$ cat src/rtl/regfile_scoreboard.sv
// ----------------------------------------------------------------------------
// regfile_scoreboard
//
// Register file with two write ports, a PC link-write path and a per-register
// busy scoreboard for tracking in-flight producers.
//
// Register PC_REG is not stored. Reads of it return the live PC input with
// busy=0. Writes and issues that target it are dropped.
//
// Read data and busy flags are combinational. They bypass the writes and
// issues of the current cycle. Write priority, from highest to lowest, is:
// link write (PCtoBL into LINK_REG), then port 1, then port 0, then the
// stored value. The same priority decides the committed value when several
// sources hit one register.
//
// Ports
//   clk              sole clock, rising edge
//   Reset            synchronous active-high reset; clears registers and busy
//   we0/rw0/wd0      write port 0 (ALU result)
//   we1/rw1/wd1      write port 1 (memory load result)
//   PCtoBL, PC       link-write strobe and current program counter
//   ra, rb           read addresses
//   rdA, rdB         read data
//   busyA, busyB     pending-writer flags for ra / rb
//   issue_en/rd      mark issue_rd as having an in-flight producer
// ----------------------------------------------------------------------------
module regfile_scoreboard #(
    parameter int DATA_W   = 32,
    parameter int ADDR_W   = 4,
    parameter int LINK_REG = 14,
    parameter int PC_REG   = 15
) (
    input  logic              clk,
    input  logic              Reset,
    input  logic              we0,
    input  logic [ADDR_W-1:0] rw0,
    input  logic [DATA_W-1:0] wd0,
    input  logic              we1,
    input  logic [ADDR_W-1:0] rw1,
    input  logic [DATA_W-1:0] wd1,
    input  logic              PCtoBL,
    input  logic [DATA_W-1:0] PC,
    input  logic [ADDR_W-1:0] ra,
    input  logic [ADDR_W-1:0] rb,
    output logic [DATA_W-1:0] rdA,
    output logic [DATA_W-1:0] rdB,
    output logic              busyA,
    output logic              busyB,
    input  logic              issue_en,
    input  logic [ADDR_W-1:0] issue_rd
);

    localparam int NREG = 1 << ADDR_W;
    localparam logic [ADDR_W-1:0] LINK_A = ADDR_W'(LINK_REG);
    localparam logic [ADDR_W-1:0] PC_A   = ADDR_W'(PC_REG);

    logic [DATA_W-1:0] regs [NREG];
    logic [NREG-1:0]   busy;

    // Accepted sources. Anything aimed at PC_REG is dropped here, so it
    // neither writes storage nor touches a busy bit.
    logic wr0_ok, wr1_ok, lnk_ok, iss_ok;
    assign wr0_ok = we0 && (rw0 != PC_A);
    assign wr1_ok = we1 && (rw1 != PC_A);
    assign lnk_ok = PCtoBL && (LINK_A != PC_A);
    assign iss_ok = issue_en && (issue_rd != PC_A);

    // Per-register clear (accepted write) and set (new producer) masks.
    logic [NREG-1:0] clr_mask, set_mask;
    always_comb begin
        clr_mask = '0;
        set_mask = '0;
        if (wr0_ok) clr_mask[rw0]      = 1'b1;
        if (wr1_ok) clr_mask[rw1]      = 1'b1;
        if (lnk_ok) clr_mask[LINK_A]   = 1'b1;
        if (iss_ok) set_mask[issue_rd] = 1'b1;
    end

    always_ff @(posedge clk) begin
        if (Reset) begin
            for (int i = 0; i < NREG; i++) regs[i] <= '0;
            busy <= '0;
        end else begin
            // Later assignments win. This ordering gives link > port 1 >
            // port 0 on an address collision.
            if (wr0_ok) regs[rw0]    <= wd0;
            if (wr1_ok) regs[rw1]    <= wd1;
            if (lnk_ok) regs[LINK_A] <= PC;
            // Set dominates clear, so a re-issue in the write cycle keeps
            // the register busy for its new producer.
            busy <= (busy & ~clr_mask) | set_mask;
        end
    end

    function automatic logic [DATA_W-1:0] read_data(input logic [ADDR_W-1:0] a);
        logic [DATA_W-1:0] d;
        if (a == PC_A)                 d = PC;
        else if (lnk_ok && a == LINK_A) d = PC;
        else if (wr1_ok && a == rw1)   d = wd1;
        else if (wr0_ok && a == rw0)   d = wd0;
        else                           d = regs[a];
        return d;
    endfunction

    // A register shows busy=0 when it is being written this cycle and is
    // not being re-issued in the same cycle.
    function automatic logic read_busy(input logic [ADDR_W-1:0] a);
        logic b;
        if (a == PC_A) b = 1'b0;
        else           b = busy[a] && !(clr_mask[a] && !set_mask[a]);
        return b;
    endfunction

    always_comb begin
        rdA   = read_data(ra);
        rdB   = read_data(rb);
        busyA = read_busy(ra);
        busyB = read_busy(rb);
    end

endmodule

$ cat config.mk
export PLATFORM = sky130hd
export DESIGN_NAME = regfile_scoreboard
export DESIGN_NICKNAME = d
export VERILOG_FILES = /design/src/rtl/regfile_scoreboard.sv
export SDC_FILE = /design/constraint.sdc
export NUM_CORES = 1
export LEC_CHECK = 0
export BUFFER_PORTS_ARGS = -buffer_cell sky130_fd_sc_hd__buf_2
export CORE_UTILIZATION = 50
export DETAILED_ROUTE_END_ITERATION = 12
export PLACE_DENSITY_LB_ADDON = 0.05
export SKIP_CTS_REPAIR_TIMING = 1
export SLEW_MARGIN = 20
export SYNTH_ARGS = -nofsm -noshare
export SYNTH_HDL_FRONTEND = slang
export SYNTH_SLANG_ARGS = --single-unit
$ cat constraint.sdc
create_clock -name clk -period 2.3 [get_ports clk]
set_input_delay 0 -clock clk [delete_from_list [all_inputs] [get_ports clk]]
set_output_delay 0 -clock clk [all_outputs]
set_load 0.03 [all_outputs]
==> metrics.md <==
| Metric | Value |
|---|---|
| Clk slew on worst S/H paths | `around 60 ps` |
| Synth cell types | `60` |
| Worst Path Class, Setup | `reg2out` |
| Overall power | `25.9 mW` |
| Clock power frac | `35.9%` |
| Max cap viols | `0` |
| FP Rows | `92` |
| Combinational group share of total power | `19.4%` |
| Syn Inst Count | `approximately 2.2k` |
| Power Dens Cells | `between 600 and 700 nW/µm²` |
| Final core utilization | `between 60 and 70%` |
| Crit path DAT | `about 2600 ps` |
| Flop pwr share | `between 40% and 50%` |
| YS warnings | `0` |
| Final instance area | `roughly 39000 µm²` |
| Synthesized area | `roughly 32000 µm²` |
| Max stage delay on crit path | `roughly 500 ps` |
| Routed len/inst | `~37 µm` |
| Fin crit share | `111%` |
| Die height | `around 260 µm` |
| Total global routing overflow | `0` |
| Aggregate global-route resource usage | `38.0%` |
| Pin count of the biggest net entering global routing | `49` |
| R2R depth | `3` |
| Crit path top cell by count | `mux4_2` |
| Dpl ws | `-47.6 ps` |
| Synth-to-Final Area Change | `20.3%` |
| Number of enable flip-flop cells after synthesis | `just over 500` |
| Sw Share | `between 20% and 30%` |
| Fmax achieved | `391 MHz` |
| Ys flop type | `edfxtp_1` |
| Hold/Removal Path Class | `in2reg` |
| Placeable Area | `between 60000 and 70000 µm²` |
| Synthesis-stage register bit count | `~530` |
| Reg2Reg Setup Slack | `around 1100 ps` |
| N_diodes | `0` |
| DR vias | `approximately 25k` |
| Die ar. | `about 65000 µm²` |
| R2R Path Start | `busy[2]` |
| Final WS setup | `-261 ps` |
| Worst hold margin | `-36.9 ps` |
| CP startpoint | `regs[11][31]` |
| Initial Util | `just over 50%` |
| Post-Syn Area per Cell | `approximately 15 µm²` |
| Share of post-route cells with drive strength above 1 | `between 30% and 40%` |
| Outcome | `complete, but fails checks` |
| Failing checks | `negative hold slack, negative setup slack` |
| CP endpoint | `rdB[31]` |
| Vias per cell | `roughly 7.5` |
| LEAKAGE | `about 13 nW` |
| Relative slew slack | `between 40% and 50%` |
| Ports | `188` |
| Unrepaired setup endpoints after global routing | `yes` |
| Die width | `roughly 260 µm` |
| Req. time, crit path | `roughly 2300 ps` |
| CP endpoint kind | `output pin` |
| Detailed placer's ending HPWL | `between 70000 and 80000 µm` |
| Slew Limit Fails | `0` |
| Switching pwr | `7.15 mW` |
| CP startpoint kind | `flop` |
| Root buffer cell | `clkbuf_16` |
| VDD IR max | `roughly 640 µV` |
| First-pass GRT wire length | `between 150000 and 200000 µm` |
| Register area share after synthesis | `48.9%` |
| Nets@finish | `about 2.6k` |
| Hold Fails Final Rpt | `31` |
| Vias in the first global route | `23.5k` |
| Critical Path Slowest Stage Cell | `mux4_2` |
| Yosys top cell area share | `48.0%` |
| First-pass DRT Iterations | `6` |
| CTS tree | `built` |
| Clk_skew | `0 ps` |
| Setup-failing EPs final | `66` |
| Port Buffers | `about 190` |
| Antenna Nets Post-Route | `0` |
| Post-route DRC | `0` |
| Dominant cell type by area after synthesis | `edfxtp_1` |
| Dominant cells by area after synthesis | `edfxtp_1, mux4_2, a22o_1` |
| CTS sink cnt | `roughly 530` |
| Routability cong. | `a little under 0.9` |
| Critical R2R Capture | `busy[2]` |
| Async SR Flop Fraction | `0%` |
| Clk_lat worst skew | `slightly above 600 ps` |
| CTS max path bufs | `3` |
| Worst-margin pin slew | `around 760 ps` |
| Critical-path cell list | `mux4_2 > mux4_2 > mux2i_1 > buf_4 > a21oi_4 > buf_6` |
| DP Area | `around 35000 µm²` |
| Routed WL | `around 130000 µm` |
| CTS buffer count | `between 50 and 60` |
| H-tree Lvls | `2` |
| DR iter-0 viols | `~3.5k` |
| Initial antenna violation count | `2` |
| Int Pwr | `approximately 19 mW` |
| Crit path max fanout | `2` |
| Minimum clock period | `around 2600 ps` |
worst max-delay path, delay by kind of cell, from the launching register on:
| family | cells | cell delay, ps |
|---|---|---|
| buf+inv | 2 | 310 |
| compound gates | 1 | 70 |
| mux | 3 | 1140 |
| flops | 1 | 400 |
layout make-up:
class / count / area [µm²]
clock buffers: 75 / 1540
flip-flops and latches: 527 / 15700
clock inverters: 34 / 307
inverters: 7 / 26.3
multi-input cells: 1354 / 15200
fillers: 4792 / 24700
repair buffers: 531 / 4690
well taps: 846 / 1060
placed cells by master (no fill, tap or decap), types with 5 or more instances in the layout:
cell,n
a21oi_2,8
inv_1,6
nand2_1,24
o22a_1,5
nand3_1,5
nor2_1,77
dlygate4sd3_1,159
clkbuf_1,16
xnor2_1,14
buf_4,199
o21ai_0,5
mux2i_1,58
clkinv_1,13
nand2b_1,5
mux4_2,328
nor3_1,9
edfxtp_1,512
clkinv_2,11
a22oi_1,42
buf_2,117
nand3b_1,6
clkbuf_16,59
nor3_2,12
a21oi_1,104
buf_6,11
bufinv_16,5
o22ai_1,64
or3_2,9
dfxtp_1,15
buf_12,43
a22o_1,448
nor2_4,18
conb_1,32
mux2i_4,5
Yosys cell counts (6+ instances only):
| cell type | count |
|---|---|
| xnor2_1 | 14 |
| edfxtp_1 | 512 |
| buf_6 | 27 |
| a22oi_1 | 42 |
| dfxtp_1 | 15 |
| o22ai_1 | 64 |
| buf_2 | 46 |
| nand2_1 | 28 |
| inv_1 | 6 |
| a22o_1 | 448 |
| nand2b_1 | 6 |
| buf_1 | 37 |
| nor2_1 | 89 |
| clkbuf_1 | 237 |
| nor3_1 | 21 |
| mux4_2 | 328 |
| nor2_2 | 6 |
| mux2i_1 | 66 |
| a21oi_1 | 113 |
| nand3b_1 | 6 |
| or3_1 | 12 |
state kept, by name, indices dropped and copies added, names as in the netlist:
signal	cells
busy	15
regs	512
metal layers:
| layer | GRT usage (%) | vias up | share of wire [%] |
|---|---|---|---|
| met2 | 58.5 | 1981 | 46 |
| li1 | - | 9835 | - |
| met4 | 15.4 | 2 | 4.4 |
| met5 | 0 | - | 0.0096 |
| met1 | 52.3 | 13000 | 37 |
| met3 | 9.06 | 369 | 12 |
cells by family (layout without fill, tap and decap cells):
family / Yosys count / count (layout) / synth area share (%)
simple gates: 207 / 207 / 3.18
other cells: 1 / 32 / 0.0117
buf+inv: 359 / 647 / 5.07
compound gates: 703 / 703 / 17.2
flops: 527 / 527 / 48.9
mux: 396 / 396 / 25.2
xor+xnor: 16 / 16 / 0.437
worst min path at each step:
stage	from	to	slack, ps	depth (start not counted)
finish	issue_rd[2]	busy[1]	-40	5
global route	wd1[15]	regs[13][15]	2	2
CTS	PC[18]	regs[14][18]	-240	3
detailed placement	issue_rd[2]	busy[13]	430	3
global placement	issue_rd[2]	busy[13]	410	3
floorplan	issue_rd[2]	busy[13]	190	2
through the flow:
stage / cells / hold slack (ps) / TNS (ps)
finish: 3374 / -36.9 / -9770
floorplan: 2240 / 188 / 0
global placement: 3101 / 411 / -29.0
CTS: 3210 / -236 / -11800
detailed placement: 3101 / 425 / -541
global route: 3374 / 2.08 / -13620
power groups by stage:
stage,sequential [mW],clock [mW],combinational (mW)
after floorplan,11.6,0,3.04
after global placement,11.7,0,4.47
after detailed placement,11.7,0,4.51
after CTS,11.6,9.32,4.53
after global routing,11.6,9.66,5.19
final,11.6,9.30,5.01
(Power assumes the default switching activity.)
